<file path="config.mk">
export PLATFORM = sky130hd
export DESIGN_NAME = logrigs_serial_flat
export DESIGN_NICKNAME = d
export VERILOG_FILES = /design/src/rtl/logrigs_serial_if.sv /design/src/rtl/logrigs_serial.sv /design/src/flat_wrapper.sv
export SDC_FILE = /design/constraint.sdc
export NUM_CORES = 1
export LEC_CHECK = 0
export ABC_AREA = 1
export BUFFER_PORTS_ARGS = -buffer_cell sky130_fd_sc_hd__buf_2
export CAP_MARGIN = 25
export CORE_AREA = 2 2 45 47
export CTS_CLUSTER_SIZE = 14
export DETAILED_ROUTE_END_ITERATION = 6
export DIE_AREA = 0 0 47 49
export PLACE_DENSITY = 0.71
export SLEW_MARGIN = 20
export SYNTH_ARGS = -nofsm -noshare
export SYNTH_HDL_FRONTEND = slang
export SYNTH_SLANG_ARGS = --single-unit
export TNS_END_PERCENT = 20
</file>
<file path="constraint.sdc">
create_clock -name clk -period 1.8 [get_ports clk]
set_input_delay 0.18 -clock clk [delete_from_list [all_inputs] [get_ports clk]]
set_output_delay 0.18 -clock clk [all_outputs]
set_load 0.03 [all_outputs]
</file>
<file path="src/rtl/logrigs_serial_if.sv">
// Load/status bundle for the logrigs_serial right shifter.
// The 'arith' signal exists only when ARITH_SHIFT_EN is defined.
interface logrigs_serial_if #(
    parameter int N = 7
);
    localparam int SW = $clog2(N + 2);

    logic          load_valid;
    logic          load_ready;
    logic [N:0]    load_data;
    logic [SW-1:0] shamt;
    logic          hold;
`ifdef ARITH_SHIFT_EN
    logic          arith;
`endif
    logic [N:0]    q;
    logic          ser_out;
    logic          busy;
    logic          done;

    modport master (
        output load_valid, load_data, shamt, hold,
`ifdef ARITH_SHIFT_EN
        output arith,
`endif
        input  load_ready, q, ser_out, busy, done
    );

    modport slave (
        input  load_valid, load_data, shamt, hold,
`ifdef ARITH_SHIFT_EN
        input  arith,
`endif
        output load_ready, q, ser_out, busy, done
    );
endinterface

</file>
<file path="src/rtl/logrigs_serial.sv">
// Sequential right shifter / serializer: one bit per clock, LSB out on ser_out.
// Macro ARITH_SHIFT_EN adds an 'arith' input selecting sign fill instead of zero fill.
module logrigs_serial #(
    parameter int N = 7
) (
    input  logic             clk,
    input  logic             rst,
    logrigs_serial_if.slave  bus
);
    localparam int SW = $clog2(N + 2);

    typedef enum logic {IDLE, SHIFT} state_t;

    state_t        r_state;
    state_t        w_state_next;
    logic [N:0]    r_q;
    logic [N:0]    w_q_shr;
    logic [SW-1:0] r_cnt;
    logic [SW-1:0] w_cnt_load;
    logic          r_ser;
    logic          r_done;
    logic          r_fill;
    logic          w_fill;
    logic          w_accept;
    logic          w_shift;
    logic          w_last;

    genvar gi;
    generate
        for (gi = 0; gi < N; gi++) begin : g_shr
            assign w_q_shr[gi] = r_q[gi+1];
        end
    endgenerate
    assign w_q_shr[N] = r_fill;

`ifdef ARITH_SHIFT_EN
    assign w_fill = bus.arith & bus.load_data[N];
`else
    assign w_fill = 1'b0;
`endif

    assign bus.load_ready = (r_state == IDLE) && !rst;
    assign bus.busy       = (r_state == SHIFT);
    assign bus.q          = r_q;
    assign bus.ser_out    = r_ser;
    assign bus.done       = r_done;

    always_comb begin
        w_state_next = r_state;
        // Counts beyond the word width saturate: the word ends all-fill either way.
        w_cnt_load   = (bus.shamt > SW'(N + 1)) ? SW'(N + 1) : bus.shamt;
        w_accept     = bus.load_valid && bus.load_ready;
        w_shift      = (r_state == SHIFT) && !bus.hold;
        w_last       = w_shift && (r_cnt == SW'(1));
        case (r_state)
            IDLE:    if (w_accept && (bus.shamt != '0)) w_state_next = SHIFT;
            SHIFT:   if (w_last) w_state_next = IDLE;
            default: w_state_next = IDLE;
        endcase
    end

    always_ff @(posedge clk) begin
        if (rst) begin
            r_state <= IDLE;
        end else begin
            r_state <= w_state_next;
        end
    end

    always_ff @(posedge clk) begin
        if (rst) begin
            r_q    <= '0;
            r_cnt  <= '0;
            r_ser  <= 1'b0;
            r_done <= 1'b0;
            r_fill <= 1'b0;
        end else begin
            r_done <= 1'b0;
            if (w_accept) begin
                r_q    <= bus.load_data;
                r_cnt  <= w_cnt_load;
                r_fill <= w_fill;
                r_done <= (bus.shamt == '0);
            end else if (w_shift) begin
                r_q    <= w_q_shr;
                r_ser  <= r_q[0];
                r_cnt  <= r_cnt - SW'(1);
                r_done <= w_last;
            end
        end
    end
endmodule

</file>
<file path="src/flat_wrapper.sv">
// flat-port wrapper written by rule: the top's interface ports become plain ports
module logrigs_serial_flat 
#(
    parameter int N = 7
)
  (clk, rst, bus_load_valid, bus_load_data, bus_shamt, bus_hold, bus_load_ready, bus_q, bus_ser_out, bus_busy, bus_done);
  logrigs_serial_if #(.N(N)) bus_i ();
  input  logic clk;
  input  logic rst;
  input wire logic [$bits(bus_i.load_valid)-1:0] bus_load_valid;
  input wire logic [$bits(bus_i.load_data)-1:0] bus_load_data;
  input wire logic [$bits(bus_i.shamt)-1:0] bus_shamt;
  input wire logic [$bits(bus_i.hold)-1:0] bus_hold;
  output wire logic [$bits(bus_i.load_ready)-1:0] bus_load_ready;
  output wire logic [$bits(bus_i.q)-1:0] bus_q;
  output wire logic [$bits(bus_i.ser_out)-1:0] bus_ser_out;
  output wire logic [$bits(bus_i.busy)-1:0] bus_busy;
  output wire logic [$bits(bus_i.done)-1:0] bus_done;
  assign bus_i.load_valid = bus_load_valid;
  assign bus_i.load_data = bus_load_data;
  assign bus_i.shamt = bus_shamt;
  assign bus_i.hold = bus_hold;
  assign bus_load_ready = bus_i.load_ready;
  assign bus_q = bus_i.q;
  assign bus_ser_out = bus_i.ser_out;
  assign bus_busy = bus_i.busy;
  assign bus_done = bus_i.done;
  logrigs_serial #(.N(N)) u_core (.clk(clk), .rst(rst), .bus(bus_i));
endmodule
</file>
# == Word level (Yosys, flattened, before mapping) ==
# Index checks and enable logic that the tools add are counted.
# word_totals
ff_bits,15
in_bits,16
out_inout_bits,12
elab_cells,31
# op_classes
n_addsub,1
magnitude_cmp,1
n_eq_ne,1
n_mux,10
bitwise_logic,2
n_reduce_logical,11
# op_table
op,count
$mux W8,2
$mux W4,3
$logic_and A1 B1 Y1,5
$eq A4 B1 Y1 const B,1
$gt A4 B4 Y1 const B,1
$logic_not A4 Y1,1
$mux W1,4
$reduce_bool A4 Y1,1
$sub A4 B1 Y4 const B,1
$logic_not A1 Y1,2
$not A1 Y1,2
$pmux W1 S2,1
$reduce_and A2 Y1,1
$reduce_bool A2 Y1,1

# == Logic depth before layout (Yosys ltp) ==
# Gate-level depths: netlist (run 1).
# logic_depth
depth_word,6
mapped_depth,8
ltp_nobuf,8

# == Least setup slack after synthesis (run 1) ==
# Ideal clock, no wire load.
# synth_path
kind,register to register
startpoint,register u_core.r_state (netlist: u_core.bus.busy)
endpoint,register u_core.r_q[1] (netlist: u_core.bus.q[1])
setup_time_ps,128
arrival_time_ps,1185
t_required_ps,1672
slack_ps,487
stages_incl_launch_ff,7
n_path_buf,0
period_less_slack_ps,1313
cell_sequence,dfxtp_1 -> nor2_4 -> nand2_4 -> nand2_4 -> inv_2 -> a21oi_1 -> nor2_1
# synth_via
elab_chain_len,4
word_cells_on_any_way,6
cone_classes,mux: 1; bitwise: 1; reduce/logical: 4
# synth_lines
item,line,rtl
"start, declared",logrigs_serial.sv:14,state_t r_state;
"start signal, assigned",logrigs_serial.sv:66,r_state <= w_state_next;
$not A1 Y1 *,-,
$logic_and A1 B1 Y1 *,logrigs_serial.sv:42,assign bus.load_ready = (r_state == IDLE) && !rst;
net bus_load_ready,flat_wrapper.sv:14,output wire logic [$bits(bus_i.load_ready)-1:0] bus_load_ready;
$logic_and A1 B1 Y1 *,logrigs_serial.sv:52,w_accept = bus.load_valid && bus.load_ready;
$mux W8 / $reduce_bool A2 Y1 (equally long branches),-,
"end signal, assigned",logrigs_serial.sv:80,r_q <= bus.load_data;
"end signal, assigned",logrigs_serial.sv:85,r_q <= w_q_shr;
"end, declared",logrigs_serial.sv:16,logic [N:0] r_q;
# Mark *: on every way through the listed nets, which the timed path passes. The rest lies on a longest branch.
# A chain may end at the register's enable or synchronous reset.

# == Worst setup path after layout (run 1) ==
# layout_path
startpoint,register u_core.r_state (netlist: u_core.bus.busy)
endpoint,register u_core.r_cnt[1]
# layout_via
elab_chain_len,4
word_cells_on_any_way,6
cone_classes,mux: 1; bitwise: 1; reduce/logical: 4
# layout_lines
item,line,rtl
$not A1 Y1,-,
$logic_and A1 B1 Y1,logrigs_serial.sv:42,
$logic_and A1 B1 Y1,logrigs_serial.sv:52,
$mux W4 / $reduce_bool A2 Y1 (equally long branches),-,
"end signal, assigned",logrigs_serial.sv:81,r_cnt <= w_cnt_load;
"end signal, assigned",logrigs_serial.sv:87,r_cnt <= r_cnt - SW'(1);
"end, declared",logrigs_serial.sv:18,logic [SW-1:0] r_cnt;
# Several ways; a longest one is shown, not always the timed one.

==> out/results.tsv, run 1 <==
metric	value	unit
initial_core_util	42.05	%
place_congestion	0.7817	
synth_edf_count	0	
vias	825	
rsz0062_at_grt	false	
ys_types	17	
synthFlopType	dfxtp_1	
grt_usage	18.09	%
grt_max_degree	16	
post-route-period-util	75.56	%
via_per_inst	4.741	
totalPowerFinal	727.3	uW
period_minus_slack	1.360	ns
synth_warnings	0	
synth.top_cell.area_share	38.77	%
synth.net_count	136	
leakagePower	0.0005041	uW
synth.most_common_cell	nand2_1	
finalMaxSlewViolations	0	
synth_seq_cells	15	
grt_overflow	0	
fmax	0.7353	GHz
netlist_instances	118	
power.density	755.9	nW/um^2
cts_resized	0	
hpwl	1.402	mm
h-tree-depth	1	
finalHoldViolations	0	
grt_first_pass_wirelength	3.063	mm
cts_tree	built	
syn2layout_area_growth	24.23	%
routedWlPerCell	10.61	um
synth_common_cells	nand2_1 (28), nor2_1 (22), dfxtp_1 (15)	
hold_buffers	0	
post-cts-setup-buffers	0	
drt_first_pass_iters	4	
slew_headroom	71.75	%
async_reset_ff_share	0	%
die-area	2303	um^2
fin_tns_setup	0	ns
insertion_delay	0.28	ns
end_kind	flop	
first_iter_violations	16	
n_antenna_cell	0	
rows	16	
synth.avg_cell_area	6.564	um^2
drive_above_1_share	25.85	%
drt-total-wl	1.846	mm
hp-class	in -> reg	
die-width	47	um
cts_buffers	3	
tightest_slew	0.4228	ns
ios	28	
drc	0	
core_area	1842	um^2
synth_seq_area_share	38.77	%
nets	166	
critPathKind	reg -> reg	
synthTopCellsByArea	dfxtp_1 (39%), nand2_1 (14%), nor2_1 (11%)	
ir_drop	0.5228	mV
clock_skew	0.0008698	ns
clock-sinks	15	
crit_path_max_fanout	12	
critPathRequiredTime	2.02	ns
clkTransAtPathRegs	0.09	ns
setup.worst_path.start_class	flop	
hold_slack	0.1458	ns
clk_path_buf_depth	2	
synth_top_area_cell	dfxtp_1	
status	completed	
netlist_area	774.5	um^2
cts-root-buf	clkbuf_4	
antenna_found_initial	0	
port_buffers	27	
grt_pass1_vias	749	
die_y	49	um
setup_viol	0	
ant_nets	0	
drv_cap	0	
cp.arrival	1.58	ns
[cells by family after synthesis]
family / count (synthesis) / share of synthesized area [%]
AO/OA/AOI/OAI: 16 / 10.99
adder cells (fa/ha/maj): 2 / 3.231
buffers and inverters: 18 / 9.207
flip-flops: 15 / 38.77
AND/OR/NAND/NOR: 67 / 37.80
[state kept, by name, indices dropped and copies added, names as in the netlist]
register	flops
u_core.bus.ser_out	1
u_core.bus.q	8
u_core.bus.busy	1
u_core.bus.done	1
u_core.r_cnt	4
[worst max-delay path, stage by stage (launching register included)]
cell     delay [ns]
dfxtp_1        0.42
nand2_1        0.30
or2_2          0.37
nand2_1        0.07
inv_1          0.04
a21oi_1        0.10
[per-stage QoR]
stage	utilization (%)	area [um^2]	cells	setup WS [ns]
6_report	52.24	962.2	174	0.4400
3_5_place_dp	50.75	934.6	170	0.4899
2_1_floorplan	-	774.5	118	0.4874
5_1_grt	52.24	962.2	174	0.3258
3_3_place_gp	50.75	934.6	170	0.5156
4_1_cts	52.24	962.2	174	0.4534
[report_power, final]
| group | switching (uW) | internal (uW) |
|---|---|---|
| Combinational | 109 | 56.5 |
| Clock | 113 | 82.4 |
| Sequential | 15.9 | 351 |
[layout by cell type (no fill, tap or decap)]
cell,netlist,final
nand2_1,28,28
buf_2,1,27
nor2_1,22,22
dfxtp_1,15,15
inv_1,14,14
nand3_1,13,13
a21oi_1,9,9
o21ai_0,5,5
clkbuf_4,0,3
nand2_4,2,2
ha_1,2,2
nor2_4,1,1
inv_4,1,1
or2_2,1,1
o21ai_2,1,1
inv_2,1,1
o22ai_1,1,1
clkinv_2,0,1
[area by class of cell]
cell class	instances	area, um^2
sequential	15	300.3
multi-input combinational	85	402.9
inverter	16	62.56
clock buffer	3	22.52
timing repair buffer	27	135.1
tap	27	33.78
fill	200	879.6
clock inverter	1	5.005
[path summary, 6_finish.rpt]
path                          from               to  slack (ns)  depth (start not counted)
setup / recovery   u_core.bus.busy  u_core.r_cnt[1]        0.44                          5
hold / removal    bus_load_data[7]  u_core.bus.q[7]        0.15                          3
setup reg to reg   u_core.bus.busy  u_core.r_cnt[1]        0.44                          5
hold reg to reg    u_core.bus.q[0]  u_core.bus.q[0]        0.50                          2
[metal layers]
metal | track usage (%) | up-vias | share of wire (%)
li1 | - | 427 | -
met1 | 23.50 | 370 | 45
met2 | 27.40 | 26 | 48
met3 | 3.333 | 2 | 5.6
met4 | 9.722 | 0 | 1.3
met5 | 0 | - | 0
Note: power is estimated with default switching activity, not from simulation.
==> run 2, diff against run 1 <==
==> constraint.sdc (replaced) <==
create_clock -name clk -period 1.3 [get_ports clk]
set_input_delay 0.13 -clock clk [delete_from_list [all_inputs] [get_ports clk]]
set_output_delay 0.13 -clock clk [all_outputs]
set_load 0.03 [all_outputs]
==> out/results.tsv, run 2 (synthesized netlist as in run 1, its figures left out) <==
metric	value	unit	change
status	completed		
critPathRequiredTime	1.52	ns	-0.50 ns
r2r_cells	6		+1
cts-root-buf	clkbuf_4		
routedWlPerCell	10.55	um	-0.60%
grt_overflow	0		unchanged
setup.worst_path.start_class	flop		
slew_headroom	85.93	%	+14 points
syn2layout_area_growth	27.30	%	
die_y	49	um	unchanged
swShare	32.55	%	-0.039 points
place_congestion	0.7947		+1.7%
r2r-start	u_core.r_cnt[0]		
power.density	1031	nW/um^2	+36%
hold_slack	0.09500	ns	-0.05075 ns
hpwl	1.484	mm	+5.9%
p_comb_share	23.3	%	+0.6 points
clock_skew	0.001845	ns	+0.0009752 ns
drc	0		unchanged
initial_core_util	42.05	%	unchanged
hp-class	in -> reg		
finalMaxSlewViolations	0		unchanged
post-route-period-util	95.94	%	+20 points
hold_depth	3		unchanged
setup_viol	0		unchanged
ant_nets	0		unchanged
antenna_found_initial	0		unchanged
h-tree-depth	1		unchanged
drt_first_pass_iters	4		unchanged
cp.arrival	1.47	ns	-0.11 ns
finalHoldViolations	0		unchanged
vias	849		+2.9%
via_per_inst	4.824		+1.7%
drv_cap	0		unchanged
whs_endpoint	u_core.bus.q[7]		
first_iter_violations	16		unchanged
fillers	204		+2.0%
end_kind	flop		
clk_path_buf_depth	2		unchanged
period_minus_slack	1.247	ns	-0.1128 ns
core_area	1842	um^2	unchanged
grt_max_degree	15		-1
rows	16		unchanged
hold_buffers	0		unchanged
clkTransAtPathRegs	0.09	ns	about the same
power.switching	330.8	uW	+40%
p_clk_share	26.6	%	-0.2 points
leakagePower	0.0005143	uW	+2.0%
nets	168		+1.2%
n_antenna_cell	0		unchanged
intPower	685.5	uW	+40%
fin_tns_setup	0	ns	unchanged
die-width	47	um	unchanged
cts_tree	built		
rsz0062_at_grt	true		
timing.rr.end	u_core.r_cnt[1]		
drive_above_1_share	30.20	%	+4.4 points
rrSetupSlack	0.05	ns	-0.39 ns
hp-start	bus_load_data[7]		
p_seq_share	50.2	%	-0.3 points
mostFrequentLayoutCells	nand2_1 (27), buf_2 (27), nor2_1 (22)		
grt_usage	19.35	%	+1.3 points
crit_path_max_fanout	4		-8
largest_reg_flops	8		unchanged
grt_first_pass_wirelength	3.346	mm	+9.2%
ios	28		unchanged
cts_buffers	3		unchanged
drt-total-wl	1.856	mm	+0.54%
ir_drop	0.5833	mV	+12%
grt_pass1_vias	816		+8.9%
port_buffers	27		unchanged
insertion_delay	0.28	ns	about the same
fmax	0.8018	GHz	+9.0%
tightest_slew	0.2109	ns	-0.2119 ns
critPathKind	reg -> reg		
clock-sinks	15		unchanged
die-area	2303	um^2	unchanged
==> run 2: cell type report <==
| class | instances | area, um^2 | area share (%) |
|---|---|---|---|
| multi-input cells | 85 | 409.1 | 41.50 |
| flip-flops and latches | 15 | 302.8 | 30.71 |
| repair buffers | 29 | 150.1 | 15.23 |
| inverters | 16 | 62.56 | 6.345 |
| well taps | 27 | 33.78 | 3.426 |
| clock buffers | 3 | 22.52 | 2.284 |
| clock inverters | 1 | 5.005 | 0.5076 |
==> run 2: how the worst max path moves through the flow <==
stage / startpoint / endpoint / slack, ns
floorplan: u_core.bus.busy / u_core.bus.q[1] / 0.009
global placement: u_core.r_cnt[0] / u_core.r_cnt[1] / 0.07
detailed placement: u_core.r_cnt[0] / u_core.r_cnt[1] / 0.02
CTS: u_core.r_cnt[0] / u_core.r_cnt[1] / 0.007
global route: u_core.r_cnt[0] / u_core.r_cnt[1] / -0.004
finish: u_core.r_cnt[0] / u_core.r_cnt[1] / 0.05
==> run 2: stage by stage <==
stage               instance area [um^2]  worst slack, ns  cells  power [uW]  utilization [%]
floorplan                          774.5         0.008742    118       670.7                -
global placement                   949.7          0.07447    172       745.8            51.56
detailed placement                 949.7          0.01583    172       753.9            51.56
CTS                                977.2         0.006643    176        1018            53.06
global route                       985.9        -0.003853    176        1087            53.53
finish                             985.9          0.05277    176        1016            53.53
==> run 2: power groups by stage <==
stage                     combinational [uW]  sequential, uW  clock [uW]
final                                    237             510         270
after global routing                     268             514         304
after CTS                                236             508         274
after detailed placement                 235             519           0
after global placement                   229             517           0
after floorplan                          120             551           0
==> run 2: per-layer routing <==
metal  vias up  GRT usage (%)  wire, um
met5         -              0         0
met4         0          5.556        19
met3         3          4.444       108
met2        25          30.59       890
met1       389          25.69       837
li1        432              -         -
==> run 2: worst max-delay path, stage by stage (launching register included) <==
cell and delay [ns]:
dfxtp_2 0.36, inv_2 0.05, ha_1 0.27, or2_2 0.29, nand2_1 0.06, inv_1 0.05
a21oi_2 0.10
==> run 2: timing repair <==
item,CTS,global route
setup buffers,0,0
hold endpoints to repair,0,0
gates resized for setup,0,5
setup endpoints to repair,0,10
==> run 3, diff against run 2 <==
--- a/config.mk
+++ b/config.mk
@@ -9,10 +9,11 @@
 export BUFFER_PORTS_ARGS = -buffer_cell sky130_fd_sc_hd__buf_2
 export CAP_MARGIN = 25
 export CORE_AREA = 2 2 45 47
+export CTS_BUF_LIST = sky130_fd_sc_hd__clkbuf_8
 export CTS_CLUSTER_SIZE = 14
 export DETAILED_ROUTE_END_ITERATION = 6
 export DIE_AREA = 0 0 47 49
-export PLACE_DENSITY = 0.71
+export PLACE_DENSITY = 0.73
 export SLEW_MARGIN = 20
 export SYNTH_ARGS = -nofsm -noshare
 export SYNTH_HDL_FRONTEND = slang
==> constraint.sdc (replaced) <==
create_clock -name clk -period 1 [get_ports clk]
set_input_delay 0.1 -clock clk [delete_from_list [all_inputs] [get_ports clk]]
set_output_delay 0.1 -clock clk [all_outputs]
set_load 0.03 [all_outputs]
==> out/results.tsv, run 3 (synthesized netlist as in run 1, its figures left out) <==
metric	value	unit	change
nets	176		+4.8%
period_minus_slack	1.113	ns	-0.1342 ns
vias	875		+3.1%
crit_chain	inv_2 -> ha_4 -> or2_4 -> nand2_2 -> inv_2 -> a21oi_2		
p_comb_share	25.3	%	+2.0 points
dp.cells	178		+3.5%
cp.arrival	1.29	ns	-0.18 ns
drive_above_1_share	41.40	%	+11 points
slowest_stage	dfxtp_2		
rrSetupSlack	-0.11	ns	-0.17 ns
critPathRequiredTime	1.18	ns	-0.34 ns
cts_tree	built		
mostFrequentLayoutCells	buf_2 (26), nand2_1 (25), nor2_1 (21)		
grt_first_pass_wirelength	3.470	mm	+3.7%
die-area	2303	um^2	unchanged
setup_viol	12		+12
place_ws	-0.1859	ns	-0.2017 ns
first_iter_violations	7		-9
status	complete, but fails checks		
instances_no_fill	184		+4.5%
startpoint	u_core.r_cnt[0]		
h-tree-depth	1		unchanged
grt_pass1_vias	882		+8.1%
die-width	47	um	unchanged
fin_tns_setup	-0.6020	ns	-0.6020 ns
insertion_delay	0.25	ns	-0.03 ns
crit_top_cell	inv_2		
crit_path_max_fanout	2		-2
slew_headroom	85.30	%	-0.62 points
clkTransAtPathRegs	0.06	ns	-0.03 ns
setup_slack	-0.1130	ns	-0.1658 ns
fmax	0.8984	GHz	+12%
n_antenna_cell	0		unchanged
grt_overflow	0		unchanged
path_buf_inv	2		unchanged
p_clk_share	31.9	%	+5.3 points
grt_max_degree	15		unchanged
finalHoldViolations	0		unchanged
r2r_cells	6		unchanged
crit_family	flip-flops		
die_y	49	um	unchanged
drt-total-wl	2.105	mm	+13%
routedWlPerCell	11.44	um	+8.5%
hp-class	in -> reg		
final_util	62.70	%	+9.2 points
drt_first_pass_iters	4		unchanged
p_seq_share	42.8	%	-7.4 points
place_congestion	0.8267		+4.0%
ir_drop	1.130	mV	+94%
intPower	1068	uW	+56%
totalPowerFinal	1549	uW	+52%
crit_path_max_incr_delay	0.34	ns	-0.02 ns
clock-sinks	15		unchanged
fillers	178		-13%
crit_end	u_core.r_cnt[1]		
critPathKind	reg -> reg		
port_buffers	27		unchanged
ant_nets	0		unchanged
cts-root-buf	clkbuf_8		
initial_core_util	42.05	%	unchanged
grt_usage	20.37	%	+1.0 points
clk_path_buf_depth	2		unchanged
post-route-period-util	111.3	%	+15 points
finalMaxSlewViolations	0		unchanged
largest_reg_flops	8		unchanged
power.switching	481.1	uW	+45%
leakagePower	0.0005796	uW	+13%
drv_cap	0		unchanged
via_per_inst	4.755		-1.4%
drc	0		unchanged
antenna_found_initial	0		unchanged
r2r-start	u_core.r_cnt[0]		
clock_skew	0.003662	ns	+0.001817 ns
hpwl	1.505	mm	+1.4%
hold_buffers	0		unchanged
rows	16		unchanged
rsz0062_at_grt	true		
swShare	31.05	%	-1.5 points
power.density	1341	nW/um^2	+30%
syn2layout_area_growth	49.11	%	
violations	setup timing		
crit_cells	6		unchanged
setup.worst_path.start_class	flop		
final_common_cell	buf_2		
tightest_slew	0.2202	ns	+0.009313 ns
cts_buffers	3		unchanged
ios	28		unchanged
end_kind	flop		
core_area	1842	um^2	unchanged
timing.rr.end	u_core.r_cnt[1]		
## run 3: layout make-up
class                           instances  area, um^2  area share, %
Clock buffer                            3       41.29          3.575
Clock inverter                          1       5.005         0.4334
Inverter                               16       67.56          5.850
Multi-Input combinational cell         85       473.0          40.95
Sequential cell                        15       306.5          26.54
Tap cell                               27       33.78          2.925
Timing Repair Buffer                   37       227.7          19.72
## run 3: what timing repair did
item / in CTS / in global routing
gates cloned: 0 / 0
pin swaps: 6 / 7
setup buffers: 1 / 1
setup endpoints to repair: 15 / 15
resized for setup: 13 / 13
## run 3: worst min-delay path by stage
| stage | from | end | cells after the start |
|---|---|---|---|
| after floorplan | rst | u_core.bus.q[0] | 1 |
| after global placement | bus_load_data[7] | u_core.bus.q[7] | 3 |
| after detailed placement | bus_load_data[7] | u_core.bus.q[7] | 3 |
| after CTS | bus_load_data[7] | u_core.bus.q[7] | 3 |
| after global routing | bus_load_data[7] | u_core.bus.q[7] | 3 |
| final | bus_load_data[7] | u_core.bus.q[7] | 3 |
## run 3: routing by layer
metal | global-route usage, % | up-vias | part of all wire [%]
met5 | 0 | - | 0
met4 | 9.259 | 0 | 2.3
met3 | 4.074 | 5 | 3.4
met2 | 34.93 | 24 | 53
met1 | 22.99 | 398 | 41
li1 | - | 448 | -
## run 3: per-stage QoR
stage	area [um^2]	hold slack (ns)
after global placement	999.7	0.3585
after floorplan	779.5	0.1691
after CTS	1101	0.1020
final	1155	0.1129
after global routing	1155	0.1411
after detailed placement	999.7	0.3708
## run 3: power groups by stage
stage	registers, uW	logic, uW	clock network, uW
2_1_floorplan	717	156	0
3_3_place_gp	670	323	0
5_1_grt	667	431	526
4_1_cts	661	360	503
6_report	663	391	495
3_5_place_dp	672	330	0
## run 3: worst register-to-register path: cells and delay by family, from the launching register on
| kind | cells | cell delay [ns] |
|---|---|---|
| compound gates | 1 | 0.09 |
| fa+ha+maj | 1 | 0.22 |
| buf+inv | 2 | 0.09 |
| flops | 1 | 0.34 |
| simple gates | 2 | 0.30 |
